`src/rtl/instr_fetch_stage.sv`:
```
// Instruction fetch stage: holds the fetch PC, requests words from instruction
// memory over a req/ack handshake, registers the returned instruction and
// absorbs one word in a skid buffer when decode stalls.
// Optional feature macro: FETCH_REDIRECT_EN adds Redirect/RedirectPC for
// control-flow redirection; without it the PC is strictly sequential.
module instr_fetch_stage #(
  parameter logic [31:0] RESET_PC  = 32'h0000_0000,
  parameter logic [31:0] PC_STEP   = 32'd4,
  parameter logic [31:0] NOP_INSTR = 32'h0000_0013
) (
  input  logic        clk,
  input  logic        rst,
  output logic        IMemReq,
  output logic [31:0] IMemAddr,
  input  logic        IMemAck,
  input  logic [31:0] IMemData,
  input  logic        Stall,
`ifdef FETCH_REDIRECT_EN
  input  logic        Redirect,
  input  logic [31:0] RedirectPC,
`endif
  output logic        Valid,
  output logic [31:0] Instr,
  output logic [31:0] PC,
  output logic [6:0]  Opcode,
  output logic [2:0]  Funct3,
  output logic [6:0]  Funct7,
  output logic [4:0]  Rd,
  output logic [4:0]  Rs1,
  output logic [4:0]  Rs2,
  output logic        Illegal
);

  typedef enum logic [1:0] {
    ST_BOOT  = 2'd0,
    ST_FETCH = 2'd1,
    ST_SKID  = 2'd2
  } state_t;

  // Opcodes the downstream decoder supports: R-type, store, LUI, OP-IMM, load.
  localparam int          NUM_LEGAL = 5;
  localparam logic [34:0] LEGAL_OPS = {7'b0110011, 7'b0100011, 7'b0110111,
                                       7'b0010011, 7'b0000011};

  state_t      state_reg, state_next;
  logic [31:0] fetch_pc_reg, fetch_pc_next;
  logic        valid_reg, valid_next;
  logic [31:0] instr_reg, instr_next;
  logic [31:0] pc_reg, pc_next;
  logic        illegal_reg, illegal_next;
  logic [31:0] skid_instr_reg, skid_instr_next;
  logic [31:0] skid_pc_reg, skid_pc_next;
`ifdef FETCH_REDIRECT_EN
  logic        pending_reg, pending_next;
  logic [31:0] redirect_pc_reg, redirect_pc_next;
`endif

  logic                 consume;
  logic [31:0]          load_word;
  logic [NUM_LEGAL-1:0] legal_hit;
  logic                 load_illegal;

  assign consume   = valid_reg & ~Stall;
  // The only word that can be loaded from SKID is the skid entry; elsewhere
  // it comes straight from memory.
  assign load_word = (state_reg == ST_SKID) ? skid_instr_reg : IMemData;

  genvar gi;
  generate
    for (gi = 0; gi < NUM_LEGAL; gi++) begin : g_legal
      assign legal_hit[gi] = (load_word[6:0] == LEGAL_OPS[gi*7 +: 7]);
    end
  endgenerate
  assign load_illegal = ~|legal_hit;

  // Next-state and datapath update for the fetch FSM
  always_comb begin
    state_next      = state_reg;
    fetch_pc_next   = fetch_pc_reg;
    valid_next      = valid_reg;
    instr_next      = instr_reg;
    pc_next         = pc_reg;
    illegal_next    = illegal_reg;
    skid_instr_next = skid_instr_reg;
    skid_pc_next    = skid_pc_reg;
`ifdef FETCH_REDIRECT_EN
    pending_next     = pending_reg;
    redirect_pc_next = redirect_pc_reg;
`endif
    case (state_reg)
      ST_BOOT: state_next = ST_FETCH;
      ST_FETCH: begin
        if (IMemAck) begin
          fetch_pc_next = fetch_pc_reg + PC_STEP;
          if (!valid_reg || consume) begin
            instr_next   = IMemData;
            pc_next      = fetch_pc_reg;
            valid_next   = 1'b1;
            illegal_next = load_illegal;
          end else begin
            // Decode is holding the current word: park the new one.
            skid_instr_next = IMemData;
            skid_pc_next    = fetch_pc_reg;
            state_next      = ST_SKID;
          end
        end else if (consume) begin
          valid_next   = 1'b0;
          instr_next   = NOP_INSTR;
          illegal_next = 1'b0;
        end
      end
      ST_SKID: begin
        if (consume) begin
          instr_next   = skid_instr_reg;
          pc_next      = skid_pc_reg;
          valid_next   = 1'b1;
          illegal_next = load_illegal;
          state_next   = ST_FETCH;
        end
      end
      default: state_next = ST_BOOT;
    endcase
`ifdef FETCH_REDIRECT_EN
    // Redirect overrides everything above; an un-acked request is left on
    // the bus untouched and its data thrown away when it finally returns.
    if (Redirect) begin
      valid_next      = 1'b0;
      instr_next      = NOP_INSTR;
      illegal_next    = 1'b0;
      pc_next         = pc_reg;
      skid_instr_next = skid_instr_reg;
      skid_pc_next    = skid_pc_reg;
      state_next      = ST_FETCH;
      if (state_reg == ST_FETCH && !IMemAck) begin
        fetch_pc_next    = fetch_pc_reg;
        pending_next     = 1'b1;
        redirect_pc_next = RedirectPC;
      end else begin
        fetch_pc_next = RedirectPC;
        pending_next  = 1'b0;
      end
    end else if (pending_reg && state_reg == ST_FETCH && IMemAck) begin
      valid_next      = 1'b0;
      instr_next      = NOP_INSTR;
      illegal_next    = 1'b0;
      pc_next         = pc_reg;
      skid_instr_next = skid_instr_reg;
      skid_pc_next    = skid_pc_reg;
      state_next      = ST_FETCH;
      fetch_pc_next   = redirect_pc_reg;
      pending_next    = 1'b0;
    end
`endif
  end

  // State and datapath registers with synchronous reset
  always_ff @(posedge clk) begin
    if (rst) begin
      state_reg      <= ST_BOOT;
      fetch_pc_reg   <= RESET_PC;
      valid_reg      <= 1'b0;
      instr_reg      <= NOP_INSTR;
      pc_reg         <= RESET_PC;
      illegal_reg    <= 1'b0;
      skid_instr_reg <= NOP_INSTR;
      skid_pc_reg    <= RESET_PC;
`ifdef FETCH_REDIRECT_EN
      pending_reg     <= 1'b0;
      redirect_pc_reg <= RESET_PC;
`endif
    end else begin
      state_reg      <= state_next;
      fetch_pc_reg   <= fetch_pc_next;
      valid_reg      <= valid_next;
      instr_reg      <= instr_next;
      pc_reg         <= pc_next;
      illegal_reg    <= illegal_next;
      skid_instr_reg <= skid_instr_next;
      skid_pc_reg    <= skid_pc_next;
`ifdef FETCH_REDIRECT_EN
      pending_reg     <= pending_next;
      redirect_pc_reg <= redirect_pc_next;
`endif
    end
  end

  assign IMemReq  = (state_reg == ST_FETCH);
  assign IMemAddr = fetch_pc_reg;
  assign Valid    = valid_reg;
  assign Instr    = instr_reg;
  assign PC       = pc_reg;
  assign Illegal  = illegal_reg;
  assign Opcode   = instr_reg[6:0];
  assign Funct3   = instr_reg[14:12];
  assign Funct7   = instr_reg[31:25];
  assign Rd       = instr_reg[11:7];
  assign Rs1      = instr_reg[19:15];
  assign Rs2      = instr_reg[24:20];

endmodule

```
`config.mk`:
```
export PLATFORM = sky130hd
export DESIGN_NAME = instr_fetch_stage
export DESIGN_NICKNAME = d
export VERILOG_FILES = /design/src/rtl/instr_fetch_stage.sv
export SDC_FILE = /design/constraint.sdc
export NUM_CORES = 1
export LEC_CHECK = 0
export CORE_ASPECT_RATIO = 0.7
export CORE_MARGIN = 8
export CORE_UTILIZATION = 35
export CTS_BUF_LIST = sky130_fd_sc_hd__clkbuf_4 sky130_fd_sc_hd__clkbuf_8
export DETAILED_ROUTE_END_ITERATION = 10
export MAX_ROUTING_LAYER = met4
export SYNTH_ARGS = -nofsm -noshare
export SYNTH_HDL_FRONTEND = slang
export SYNTH_SLANG_ARGS = --single-unit
```
`constraint.sdc`:
```
create_clock -name clk -period 2.2 [get_ports clk]
set_clock_uncertainty 0.2 [all_clocks]
set_input_delay 0.44 -clock clk [delete_from_list [all_inputs] [get_ports clk]]
set_output_delay 0.44 -clock clk [all_outputs]
set_load 0.01 [all_outputs]
```
## After elaboration in Yosys (flattened, before gate mapping)

Index checks and enable logic that the tools add are counted.

| cells by class | value |
|---|---|
| multiplexer cells | 23 |
| equality and inequality tests | 13 |
| add/sub/neg operators | 1 |
| reduce and logical (&&, ||, !) cells | 11 |
| bitwise logic cells | 3 |

Operator list:

| operator | count |
|---|---|
| $mux 32 | 7 |
| $pmux 32 s2 | 2 |
| $add 32x3->32 const B | 1 |
| $eq 7x6->1 const B | 3 |
| $reduce_and 4->1 | 2 |
| $eq 7x2->1 const B | 1 |
| $eq 7x5->1 const B | 1 |
| $mux 1 | 7 |
| $mux 7 | 1 |
| $mux 2 | 3 |
| $pmux 2 s3 | 1 |
| $reduce_and 3->1 | 2 |
| $reduce_or 5->1 | 1 |
| $ne 2x1->1 const B | 2 |
| $ne 2x2->1 const B | 2 |
| $pmux 1 s2 | 2 |
| $ne 3x1->1 const B | 1 |
| $ne 3x2->1 const B | 1 |
| $eq 2x1->1 const B | 1 |
| $eq 2x2->1 const B | 1 |
| $logic_not 1->1 | 2 |
| $logic_not 2->1 | 1 |
| $not 1->1 | 2 |
| $reduce_and 2->1 | 1 |
| 3 further kinds | 3 |

| storage, ports and cells | value |
|---|---|
| bits in registers | 164 |
| bits of input ports | 36 |
| output and inout bits | 131 |
| logic and storage cells | 59 |

## Depth between registers and ports, before layout

Gate-level depths: netlist of the first run.

| logic depth | value |
|---|---|
| depth after elaboration | 8 |
| mapped depth | 7 |
| depth with buffers taken out | 5 |

## Worst setup path after synthesis of the first run

OpenSTA, ideal clock, no wires.

| path | value |
|---|---|
| path kind | reg-to-reg |
| start | register fetch_pc_reg[2], in the netlist IMemAddr[2] |
| end | register fetch_pc_reg[18], in the netlist IMemAddr[18] |
| clock period less this slack | 1.948 ns |
| buffers on the path | 0 |
| data arrival time | 1.678 ns |
| stages on the path, launching flop included | 6 |
| slack | 0.252 ns |
| required time | 1.930 ns |
| library setup time | 0.070 ns |
| cell sequence | dfxtp_1 > ha_1 > and3_1 > nand4_1 > or4_1 > a21oi_1 |

| on the way | value |
|---|---|
| longest elaborated chain between the ends | 1 |

RTL lines:

| item | line | text |
|---|---|---|
| from (decl) | 46 | `logic [31:0] fetch_pc_reg, fetch_pc_next;` |
| from (signal assigned) | 173 | `fetch_pc_reg <= fetch_pc_next;` |
| $add 32x3->32 | 94 | `fetch_pc_next = fetch_pc_reg + PC_STEP;` |

Every way passes these cells.
A chain may end at the register's enable or synchronous reset.

## Worst setup path after layout of the first run

| path | value |
|---|---|
| start | register fetch_pc_reg[18], in the netlist IMemAddr[18] |
| end | output port IMemAddr[18] |

RTL lines:

| item | line | text |
|---|---|---|
| to (decl) | 14 | `output logic [31:0] IMemAddr,` |

No word-level cell between the ends.

==> results.toml, run 1 <==
[status]
outcome = "completed"

[yosys]
netlist_area_um2 = 6830
synth-simple-area-share = 0.270
synthCells = 856
synth-seq-area-share = 0.463
synthArstFlopShare = 0
synth_seq_cells = 158
avgSynthCellArea_um2 = 7.98
synth-edff-count = 0
synth_xor_area_frac = 0.0115
yosysWarningCount = 0
synth_mux_area_frac = 0
yosysTopAreaCell = "dfxtp_1"
synth-adder-area-share = 0.00183
ys_types = 44
synth_most_common_cell = "nand2_1"
synth_compound_area_frac = 0.170
synth_top_family_by_area = "simple AND/OR/NAND/NOR gates"
synth_top_area_frac = 0.463
yosys-top-cells-area = "dfxtp_1, nand2_1, a311oi_1"
dominantRegCellSynth = "dfxtp_1"
yosys-top-cells-count = "nand2_1, dfxtp_1, a21oi_1, a311oi_1, clkbuf_1"

[route]
postRouteAntennaNets = 0
wl_per_cell_um = 16.0
drt-initial-drc-count = 419
post-route-drc-count = 0
drt_pass1_iterations = 4
wl_mm = 20.3
vias = 6441
viasPerCell = 5.07

[grt]
overflow = 0
grt_usage = 0.170
antenna_found_initial = 0
grt_pass1_vias = 6136
grt_max_degree = 45
grt_pass1_wl_mm = 33.0

[die]
num_io_pins = 167
die_width_um = 183
die_h_um = 133
die-area_um2 = 24300
row_count = 42
coreArea_um2 = 19000
initial_core_util = 0.359

[finish]
finish.instance_area_um2 = 9380
syn_to_final_growth_pct = 37.3
fin_nets = 1030
fillers = 1880
drive_above_1_share = 0.119
antenna_cells = 0

[critical_path]
path_cells = "buf_4 > clkdlybuf4s50_1"
critPathLaunchType = "flip-flop"
crit_type = "flip-flop to output port"
required_ps = 1560
cp_slowest_cell = "clkdlybuf4s50_1"
max_stage_delay_ps = 540
crit_fanout = 7
crit_path_start = "IMemAddr[18]$_SDFFE_PP0P_"
r2r-start = "IMemAddr[2]$_SDFFE_PP0P_"
rrSetupSlack_ps = 180
arrival_ps = 1480
end_kind = "output port"

[clocking]
htreeDepth = 4
numCtsBuffers = 17
tritoncts = "yes"
hold_buffers = 0
ctsRootBufferMaster = "clkbuf_8"
cts_sinks = 158
path_clk_slew_ps = 90
clockBufferDepth = 2
clock_latency_ps = 460

[power]
ir_drop_mv = 0.325
power_density_nw_per_um2 = 682
netSwitchingPower_mw = 1.59
p_comb_frac = 0.125
leakage_nw = 3.24
p_sw_frac = 0.249
power_mw = 6.40
pwr-share-clk = 0.402
sequentialPowerShare = 0.473
p_int_mw = 4.81

[timing]
setup_violations = 0
grt_setup_unrepaired = "false"
max_freq_ghz = 0.471
min_period_over_period = 0.965
slew_viol_final = 0
fin_crit_ps = 2120
finalHoldViolCount = 0

[flow_run]
drv_cap = 0

[min_path]
hold_path_class = "primary input to flip-flop"
worstHoldStart = "rst"

[placement]
io_buffers = 162
hpwl_mm = 13.7
gp_congestion = 0.767
place_area_um2 = 8890
power by group through the flow:
stage	clock (mW)	sequential [mW]	combinational [mW]
global placement	0	3.09	0.805
CTS	2.65	3.03	0.811
finish	2.57	3.02	0.801
detailed placement	0	3.09	0.812
global route	2.77	3.04	0.863
floorplan	0	3.13	0.361
stage by stage:
step | hold slack, ps | worst slack, ps | std cells | util | setup TNS (ps)
finish | 214 | 77.7 | 1270 | 0.493 | 0
global route | 205 | 5.23 | 1270 | 0.493 | 0
CTS | 181 | 3.71 | 1270 | 0.493 | 0
detailed placement | 247 | -244 | 1238 | 0.467 | -8750
global placement | 243 | -238 | 1238 | 0.467 | -8090
floorplan | 237 | 252 | 859 | - | 0
layer usage:
| layer | global-route usage | wire length (um) | share of wire | vias up |
|---|---|---|---|---|
| li1 | - | - | - | 3232 |
| met4 | 0.0495 | 198 | 0.0098 | 0 |
| met1 | 0.230 | 10200 | 0.50 | 3023 |
| met3 | 0.0380 | 1090 | 0.054 | 13 |
| met5 | - | 0 | 0 | - |
| met2 | 0.251 | 8820 | 0.44 | 173 |
placed cells by master (no fill, tap or decap), types with 13 or more instances in the layout:
cell,Yosys,final
nand2_1,232,232
nor2_1,41,40
a21oi_1,81,81
or4_1,13,13
clkbuf_8,0,18
o31ai_1,13,13
dfxtp_1,158,144
nor3_1,29,29
nand3_1,43,43
buf_12,0,15
clkdlybuf4s50_1,0,147
dfxtp_2,0,13
a311oi_1,59,59
buf_4,36,45
worst max-delay path, delay by kind of cell (launching register included):
family / cells / cell delay, ps
buffers and inverters: 2 / 690
DFF: 1 / 340
what timing repair did:
action | CTS | global route
buffers inserted | 0 | 0
endpoints found under the setup margin | 19 | 6
gates resized for setup | 24 | 6
endpoints found under the hold margin | 0 | 0
final timing paths:
path	end	cells after the start
max reg2reg	IMemAddr[31]$_SDFFE_PP0P_	5
min	IMemAddr[9]$_SDFFE_PP0P_	2
min reg2reg	skid_pc_reg[19]$_SDFFE_PP0P_	2
max	IMemAddr[18]	2
area by class of cell:
| type | instances | area, um2 | share of cell area |
|---|---|---|---|
| repair buffers | 221 | 2250 | 0.240 |
| clock inverters | 12 | 208 | 0.0221 |
| multi-input cells | 592 | 3140 | 0.334 |
| clock buffers | 20 | 263 | 0.0280 |
| inverters | 3 | 11.3 | 0.00120 |
| flip-flops and latches | 158 | 3180 | 0.339 |
| well taps | 264 | 330 | 0.0352 |
logic make-up after synthesis:
group           count (synthesis)
buf+inv                       109
flops                         158
other cells                     1
simple gates                  406
fa+ha+maj                       1
compound gates                172
xor+xnor                        9
Power figures use the tool's default switching activity.
==> inputs of run 2 (changes only) <==
CAP_MARGIN = 15   (was not set)
==> results of run 2 <==
The final DEF is identical to that of run 1; final timing and power are the same.
